--- src/rtl/mac_resolve_pkg.sv ---
// Shared constants and FSM encoding for the MAC carry-save resolver.
package mac_resolve_pkg;

    localparam int MR_W        = 40;
    localparam int OVF_MSB_DEF = 31;

    localparam logic [MR_W-1:0] SAT_POS = 40'h007FFFFFFF;
    localparam logic [MR_W-1:0] SAT_NEG = 40'hFF80000000;

    typedef enum logic {
        IDLE   = 1'b0,
        ADD_HI = 1'b1
    } state_t;

endpackage

--- src/rtl/mac_cpa_slice.sv ---
// Parameterised-width carry-propagate adder slice with carry-in and carry-out.
module mac_cpa_slice #(
    parameter int W = 20
) (
    input  logic [W-1:0] a,
    input  logic [W-1:0] b,
    input  logic         ci,
    output logic [W-1:0] s,
    output logic         co
);

    assign {co, s} = {1'b0, a} + {1'b0, b} + {{W{1'b0}}, ci};

endmodule

--- src/rtl/mac_resolve.sv ---
// MAC back end: two-stage carry-propagate resolve of the array's carry-save result,
// overflow detection, MR accumulator and feedback. Saturation is built only with MAC_SAT_EN.
module mac_resolve
    import mac_resolve_pkg::*;
#(
    parameter int LO_W    = 20,
    parameter int OVF_MSB = OVF_MSB_DEF
) (
    input  logic            CLK,
    input  logic            RST,
    input  logic            VLD_E,
    output logic            RDY_E,
    input  logic [36:0]     SUM_E,
    input  logic [36:0]     CRY_E,
    input  logic [2:0]      MLSB_E,
    input  logic            ACC_E,
    input  logic            SAT_E,
    input  logic            MV_CLR,
    output logic [MR_W-1:0] MR_C,
    output logic [15:0]     MRa_E,
    output logic [25:0]     MRb_E,
    output logic            DONE_C,
    output logic            MV_C
);

    localparam int HI_W = MR_W - LO_W;

    state_t state, state_nxt;
    logic   xfer, load;

    logic [MR_W-1:0] op_a, op_b;
    logic [LO_W-1:0] lo_sum, lo_q;
    logic            lo_co, c_lo_q;
    logic [HI_W-1:0] hi_a_q, hi_b_q, hi_sum;
    logic            hi_co_unused;
    logic            acc_q;
    logic [MR_W-1:0] r, mr_new;
    logic [MR_W-1:OVF_MSB] guard;
    logic            ovf;

    assign op_a = {SUM_E, MLSB_E};
    assign op_b = {CRY_E, 3'b000};
    assign xfer = VLD_E & RDY_E;

    // ---- FSM ----
    always_ff @(posedge CLK) begin
        if (RST) state <= IDLE;
        else     state <= state_nxt;
    end

    always_comb begin
        state_nxt = state;
        case (state)
            IDLE:    if (xfer) state_nxt = ADD_HI;
            ADD_HI:  state_nxt = IDLE;
            default: state_nxt = IDLE;
        endcase
    end

    always_comb begin
        RDY_E = 1'b0;
        load  = 1'b0;
        case (state)
            IDLE:    RDY_E = 1'b1;
            ADD_HI:  load  = 1'b1;
            default: RDY_E = 1'b0;
        endcase
    end

    // ---- Stage 1: low slice resolved on the transfer edge ----
    mac_cpa_slice #(.W(LO_W)) u_lo (
        .a  (op_a[LO_W-1:0]),
        .b  (op_b[LO_W-1:0]),
        .ci (1'b0),
        .s  (lo_sum),
        .co (lo_co)
    );

`ifdef MAC_SAT_EN
    logic sat_q;
`else
    logic sat_unused;
    assign sat_unused = SAT_E;
`endif

    always_ff @(posedge CLK) begin
        if (RST) begin
            lo_q   <= '0;
            c_lo_q <= 1'b0;
            hi_a_q <= '0;
            hi_b_q <= '0;
            acc_q  <= 1'b0;
`ifdef MAC_SAT_EN
            sat_q  <= 1'b0;
`endif
        end else if (xfer) begin
            lo_q   <= lo_sum;
            c_lo_q <= lo_co;
            hi_a_q <= op_a[MR_W-1:LO_W];
            hi_b_q <= op_b[MR_W-1:LO_W];
            acc_q  <= ACC_E;
`ifdef MAC_SAT_EN
            sat_q  <= SAT_E;
`endif
        end
    end

    // ---- Stage 2: high slice, carry out of bit 39 dropped ----
    mac_cpa_slice #(.W(HI_W)) u_hi (
        .a  (hi_a_q),
        .b  (hi_b_q),
        .ci (c_lo_q),
        .s  (hi_sum),
        .co (hi_co_unused)
    );

    assign r     = {hi_sum, lo_q};
    assign guard = r[MR_W-1:OVF_MSB];
    assign ovf   = ~(&guard | ~|guard);

    always_comb begin
        mr_new = r;
`ifdef MAC_SAT_EN
        if (sat_q && ovf) mr_new = r[MR_W-1] ? SAT_NEG : SAT_POS;
`endif
    end

    // MR and both feedback operands move on the same edge so the array never sees a mix.
    always_ff @(posedge CLK) begin
        if (RST) begin
            MR_C   <= '0;
            MRa_E  <= '0;
            MRb_E  <= '0;
            DONE_C <= 1'b0;
            MV_C   <= 1'b0;
        end else begin
            DONE_C <= load;
            if (load) begin
                MR_C  <= mr_new;
                MRa_E <= acc_q ? mr_new[15:0] : 16'h0;
                MRb_E <= acc_q ? {mr_new[MR_W-1:16], 2'b00} : 26'h0;
            end
            if (load && ovf)  MV_C <= 1'b1;
            else if (MV_CLR)  MV_C <= 1'b0;
        end
    end

endmodule

--- config.mk ---
export PLATFORM = sky130hd
export DESIGN_NAME = mac_resolve
export DESIGN_NICKNAME = d
export VERILOG_FILES = /design/src/rtl/mac_resolve_pkg.sv /design/src/rtl/mac_cpa_slice.sv /design/src/rtl/mac_resolve.sv
export SDC_FILE = /design/constraint.sdc
export NUM_CORES = 1
export LEC_CHECK = 0
export CAP_MARGIN = 0
export CORE_ASPECT_RATIO = 0.8
export CORE_UTILIZATION = 40
export CTS_CLUSTER_DIAMETER = 50
export DETAILED_ROUTE_END_ITERATION = 10
export PLACE_DENSITY = 0.68
export SKIP_CTS_REPAIR_TIMING = 1
export SLEW_MARGIN = 5
export SYNTH_ARGS = -nofsm -noshare
export SYNTH_HDL_FRONTEND = slang
export SYNTH_SLANG_ARGS = --single-unit
--- constraint.sdc ---
create_clock -name CLK -period 3.2 [get_ports CLK]
set_input_delay 0.8 -clock CLK [delete_from_list [all_inputs] [get_ports CLK]]
set_output_delay 0.8 -clock CLK [all_outputs]
set_load 0.1 [all_outputs]
== Word-level counts from Yosys, hierarchy flattened ==
Index checks and enable logic that the tools add are counted.
W data, S select, Z words.
Storage, ports and cells
  word-level logic and storage cells: 31
  output and inout port bits: 85
  register bits after elaboration: 147
  bits of input ports: 83
Cells by class
  bitwise gates (word level): 4
  multiplexer cells: 8
  reduce and logical (&&, ||, !) cells: 5
  add/sub/neg operators: 3
Operator list (count)
  $mux W26: 1
  $add A20 B20 Y21: 1
  $add A20 B1 Y20: 1
  $add A20 B20 Y20: 1
  $mux W16: 1
  $reduce_and A9 Y1: 1
  $reduce_or A9 Y1: 1
  $mux W1: 5
  $not A1 Y1: 2
  $pmux W1 S2: 1
  $reduce_bool A2 Y1: 1
  $and A1 B1 Y1: 1
  $logic_and A1 B1 Y1: 1
  $logic_not A1 Y1: 1
  $or A1 B1 Y1: 1

== Depth between registers and ports, before layout ==
  depth in word-level cells: 8
  gate-level depth with buffers: 12
  mapped depth without buffers: 12

== Hierarchy ==
Synthesis repeated with hierarchy kept, for this count alone.
Unflattened totals
  cells, all modules: 791
  area, all modules: 6949.2 µm²
Modules (own cells, without submodules)
  mac_resolve: cells each 543, area each 5011.1 µm², sequential area each 2902.8 µm², times used 1
  mac_cpa_slice at u_lo: cells each 126, area each 1002.2 µm², sequential area each 0.0 µm², times used 1
  mac_cpa_slice at u_hi: cells each 122, area each 935.9 µm², sequential area each 0.0 µm², times used 1

== Worst setup path after synthesis ==
Ideal clock, no wire load.
  kind: input to register
  start point: input SUM_E[0]
  end point: register lo_q[17]
  buffers on the path: 0
  stages on the path: 12
  data arrival time: 2773 ps
  data required time: 3114 ps
  library setup time: 86 ps
  path slack: 341 ps
  path through: ha_1 -> inv_1 -> fa_1 -> nor2b_1 -> o21ai_0 -> a21oi_1 -> o21ai_0 -> a21boi_0 -> o21ai_0 -> a31oi_1 -> xnor2_1 -> a211oi_1
Between the ends
  word-level cells in the longest chain between the ends: 1
RTL lines
  start, declared: line mac_resolve.sv:13  | input logic [36:0] SUM_E,
  $add A20 B20 Y21: line mac_cpa_slice.sv:12  | assign {co, s} = {1'b0, a} + {1'b0, b} + {{W{1'b0}}, ci};
  end signal, assigned: line mac_resolve.sv:97  | lo_q <= lo_sum;
  end, declared: line mac_resolve.sv:32  | logic [LO_W-1:0] lo_sum, lo_q;
Every way passes these cells.
A chain may end at the register's enable or synchronous reset.

== Worst setup path in the final report ==
  start point: input SUM_E[0]
  end point: register lo_q[11]
Same word-level chain as after synthesis.

==> qor.yml <==
status:
  run_status: "finished clean"
sta:
  tightest_slew_ns: 0.542
  period_needed_ns: 3.06
  max_freq_mhz: 327
  hold_violations: 0
  setup_viol_count_final: 0
  slew_headroom_pct: 63.8
  setup_ws_ns: 0.144
  fin_crit_sh_pct: 95.5
  fin_skew_ns: 0.00626
  slew_violations: 0
pwr:
  leakage_nw: 3.76
  powerDensity_nw_per_um2: 539
  ir_worst_vdd_mv: 0.334
detailed_routing:
  drt-initial-drc-count: 306
  dr.pass1.iters: 5
  wire_per_inst_um: 15.7
  drc: 0
  ant_nets: 0
  vias_per_cell: 5.10
  dr_total_vias: 5768
  routed_wl_um: 17700
synthesis:
  syn_area_um2: 6490
  synth-seq-cells: 145
  synth-seq-area-share_pct: 44.8
  syn_area_per_cell_um2: 8.77
  yosys.area.top_type: "dfxtp_1"
  synthTopCellsByCount: "145 x dfxtp_1, 135 x nand2_1, 80 x a21oi_1"
  synthTopCellsByArea: "dfxtp_1 45%, nand2_1 7.8%, ha_1 6.8%, a21oi_1 6.2%, mux2i_1 4.6%"
  yosysWarnings: 0
  synth.distinct_cells: 54
  async_flop_share_pct: 0
  synth_cells: 740
  ys.flop_type: "dfxtp_1"
  synth_top_area_share_pct: 44.8
  synth-edff-count: 0
  synth.most_common_cell: "dfxtp_1"
grt:
  grt_pass1_wl_um: 27600
  grt_pass1_vias: 5236
  grt_max_degree: 46
  antenna_found_initial: 1
  track_usage_pct: 21.7
  gr-total-overflow: 0
cts:
  clk_latency_ns: 0.42
  htree_levels: 4
  cts_tree: "built"
  cts-root-buf: "clkbuf_16"
  clk_pin_slew_ns: 0.06
  cts_sinks: 145
  cts_buffers: 17
  cts_buffer_depth: 2
critical_path:
  end_kind: "flip-flop"
  critical_path.startpoint: "SUM_E[0]"
  cp.arrival_ns: 3.35
  criticalPathCategory: "input port to flip-flop"
  r2r_start: "c_lo_q$_SDFFE_PP0P_"
  reg2reg_slack_ns: 0.15
  r2r.worst_path.cells: 10
  critPathMaxFanout: 3
  timing.rr.end: "MV_C$_SDFFE_PP0P_"
  endpoint: "lo_q[11]$_SDFFE_PP0P_"
  crit_required_ns: 3.49
  worst_setup_path_start_kind: "input port"
place:
  place_hpwl_um: 12800
  placement.io_buffers: 164
  gp_congestion: 0.848
  post-place-ws_ns: -0.582
die:
  coreArea_um2: 15800
  die_y_um: 116
  ios: 168
  dieArea_um2: 16700
  die_w_um: 144
  row_count: 41
  initial_core_util_pct: 41.1
final_layout:
  synthToLayoutAreaGrowth_pct: 36.8
  nets: 1022
  final_util_pct: 56.2
  drive_gt1_share_pct: 16.7
worst_hold_path:
  hold_path_class: "flip-flop to flip-flop"
run:
  maxCapViolCount: 0
[through the flow]
step	hold slack [ns]	std cells	power (mW)	setup TNS (ns)	area (um2)
final	0.459	1130	4.78	0	8870
after global routing	0.481	1129	4.98	-0.0164	8870
after CTS	0.462	1129	4.80	-0.229	8800
after detailed placement	0.452	1097	2.79	-3.69	8200
after global placement	0.436	1097	2.78	-3.20	8200
after floorplan	0.440	741	2.51	0	6490
[layer usage]
layer  wire length (um)  global-route usage (%)  up-vias  share of wire [%]
met5                  0                       0        -                  0
met1               9190                    32.7     2655                 52
met2               7300                    30.1      176                 41
met4                109                    5.54        0               0.61
li1                   -                       -     2930                  -
met3               1140                    5.70        7                6.4
[worst max-delay path, cell delays in order]
cell             delay [ns]
clkdlybuf4s50_1        0.47
ha_1                   0.17
inv_1                  0.06
fa_1                   0.42
nor2b_2                0.15
o21ai_1                0.09
a21oi_2                0.18
o21ai_2                0.09
a21boi_1               0.15
buf_4                  0.13
buf_4                  0.11
o21ai_0                0.09
and3_1                 0.19
o21ai_0                0.15
a21oi_1                0.09
[registers in the layout, summed over array words and instances (netlist names)]
name and count:
MR_C 40, MRb_E 24, hi_a_q 20, hi_b_q 20, lo_q 20, MRa_E 16
DONE_C 1, MV_C 1, acc_q 1, c_lo_q 1, state 1
[how the worst min path moves through the flow]
stage | start | endpoint | slack, ns | cells past startpoint
2_1_floorplan | hi_b_q[10]$_SDFFE_PP0P_ | hi_b_q[10]$_SDFFE_PP0P_ | 0.44 | 2
3_3_place_gp | MR_C[39]$_SDFFE_PP0P_ | MR_C[39]$_SDFFE_PP0P_ | 0.44 | 2
3_5_place_dp | hi_a_q[12]$_SDFFE_PP0P_ | hi_a_q[12]$_SDFFE_PP0P_ | 0.45 | 2
4_1_cts | hi_a_q[12]$_SDFFE_PP0P_ | hi_a_q[12]$_SDFFE_PP0P_ | 0.46 | 2
5_1_grt | hi_a_q[18]$_SDFFE_PP0P_ | hi_a_q[18]$_SDFFE_PP0P_ | 0.48 | 2
6_report | hi_a_q[12]$_SDFFE_PP0P_ | hi_a_q[12]$_SDFFE_PP0P_ | 0.46 | 2
[logic make-up after synthesis]
family | share of synthesized area, %
DFF | 44.8
xor gates and xnor gates | 2.70
AOI/OAI and AO/OA | 19.6
adders and majority gates | 7.68
and+or+nand+nor | 17.1
muxes | 4.63
other | 0.0578
buffers and inverters | 3.53
[cells in the final DEF, fill, tap and decap left out, drive strengths merged, types with 3 or more instances in the layout]
master	Yosys	final
nor4	6	6
o21bai	3	3
ha	35	35
clkinv	1	6
or3	5	5
clkdlybuf4s50	0	80
nand3b	3	3
buf	12	101
xor2	5	5
nor3	8	8
o21a	4	4
a22o	33	33
a21oi	80	80
nand2	135	135
o21ai	32	32
inv	18	25
nand4	3	3
xnor2	15	15
nor2b	5	5
nand3	14	14
mux2i	30	30
fa	3	3
and3	7	7
o211ai	3	3
a21o	12	12
clkbuf	28	17
nand2b	5	5
a211oi	7	7
a31oi	3	3
nor2	53	53
dfxtp	145	145
[final cells by class]
| cell class | count | area, um2 |
|---|---|---|
| Tap cell | 215 | 269 |
| Sequential cell | 145 | 2900 |
| Clock buffer | 17 | 425 |
| Timing Repair Buffer | 181 | 1580 |
| Fill cell | 1448 | 6930 |
| Antenna cell | 1 | 2.50 |
| Clock inverter | 15 | 173 |
| Multi-Input combinational cell | 537 | 3440 |
| Inverter | 19 | 71.3 |
[report_power, final]
| part | switching [mW] | internal, mW |
|---|---|---|
| Clock | 0.836 | 1.17 |
| Sequential | 0.0589 | 1.88 |
| Combinational | 0.517 | 0.312 |
| Total | 1.41 | 3.37 |
Note: power is estimated with default switching activity, not from simulation.
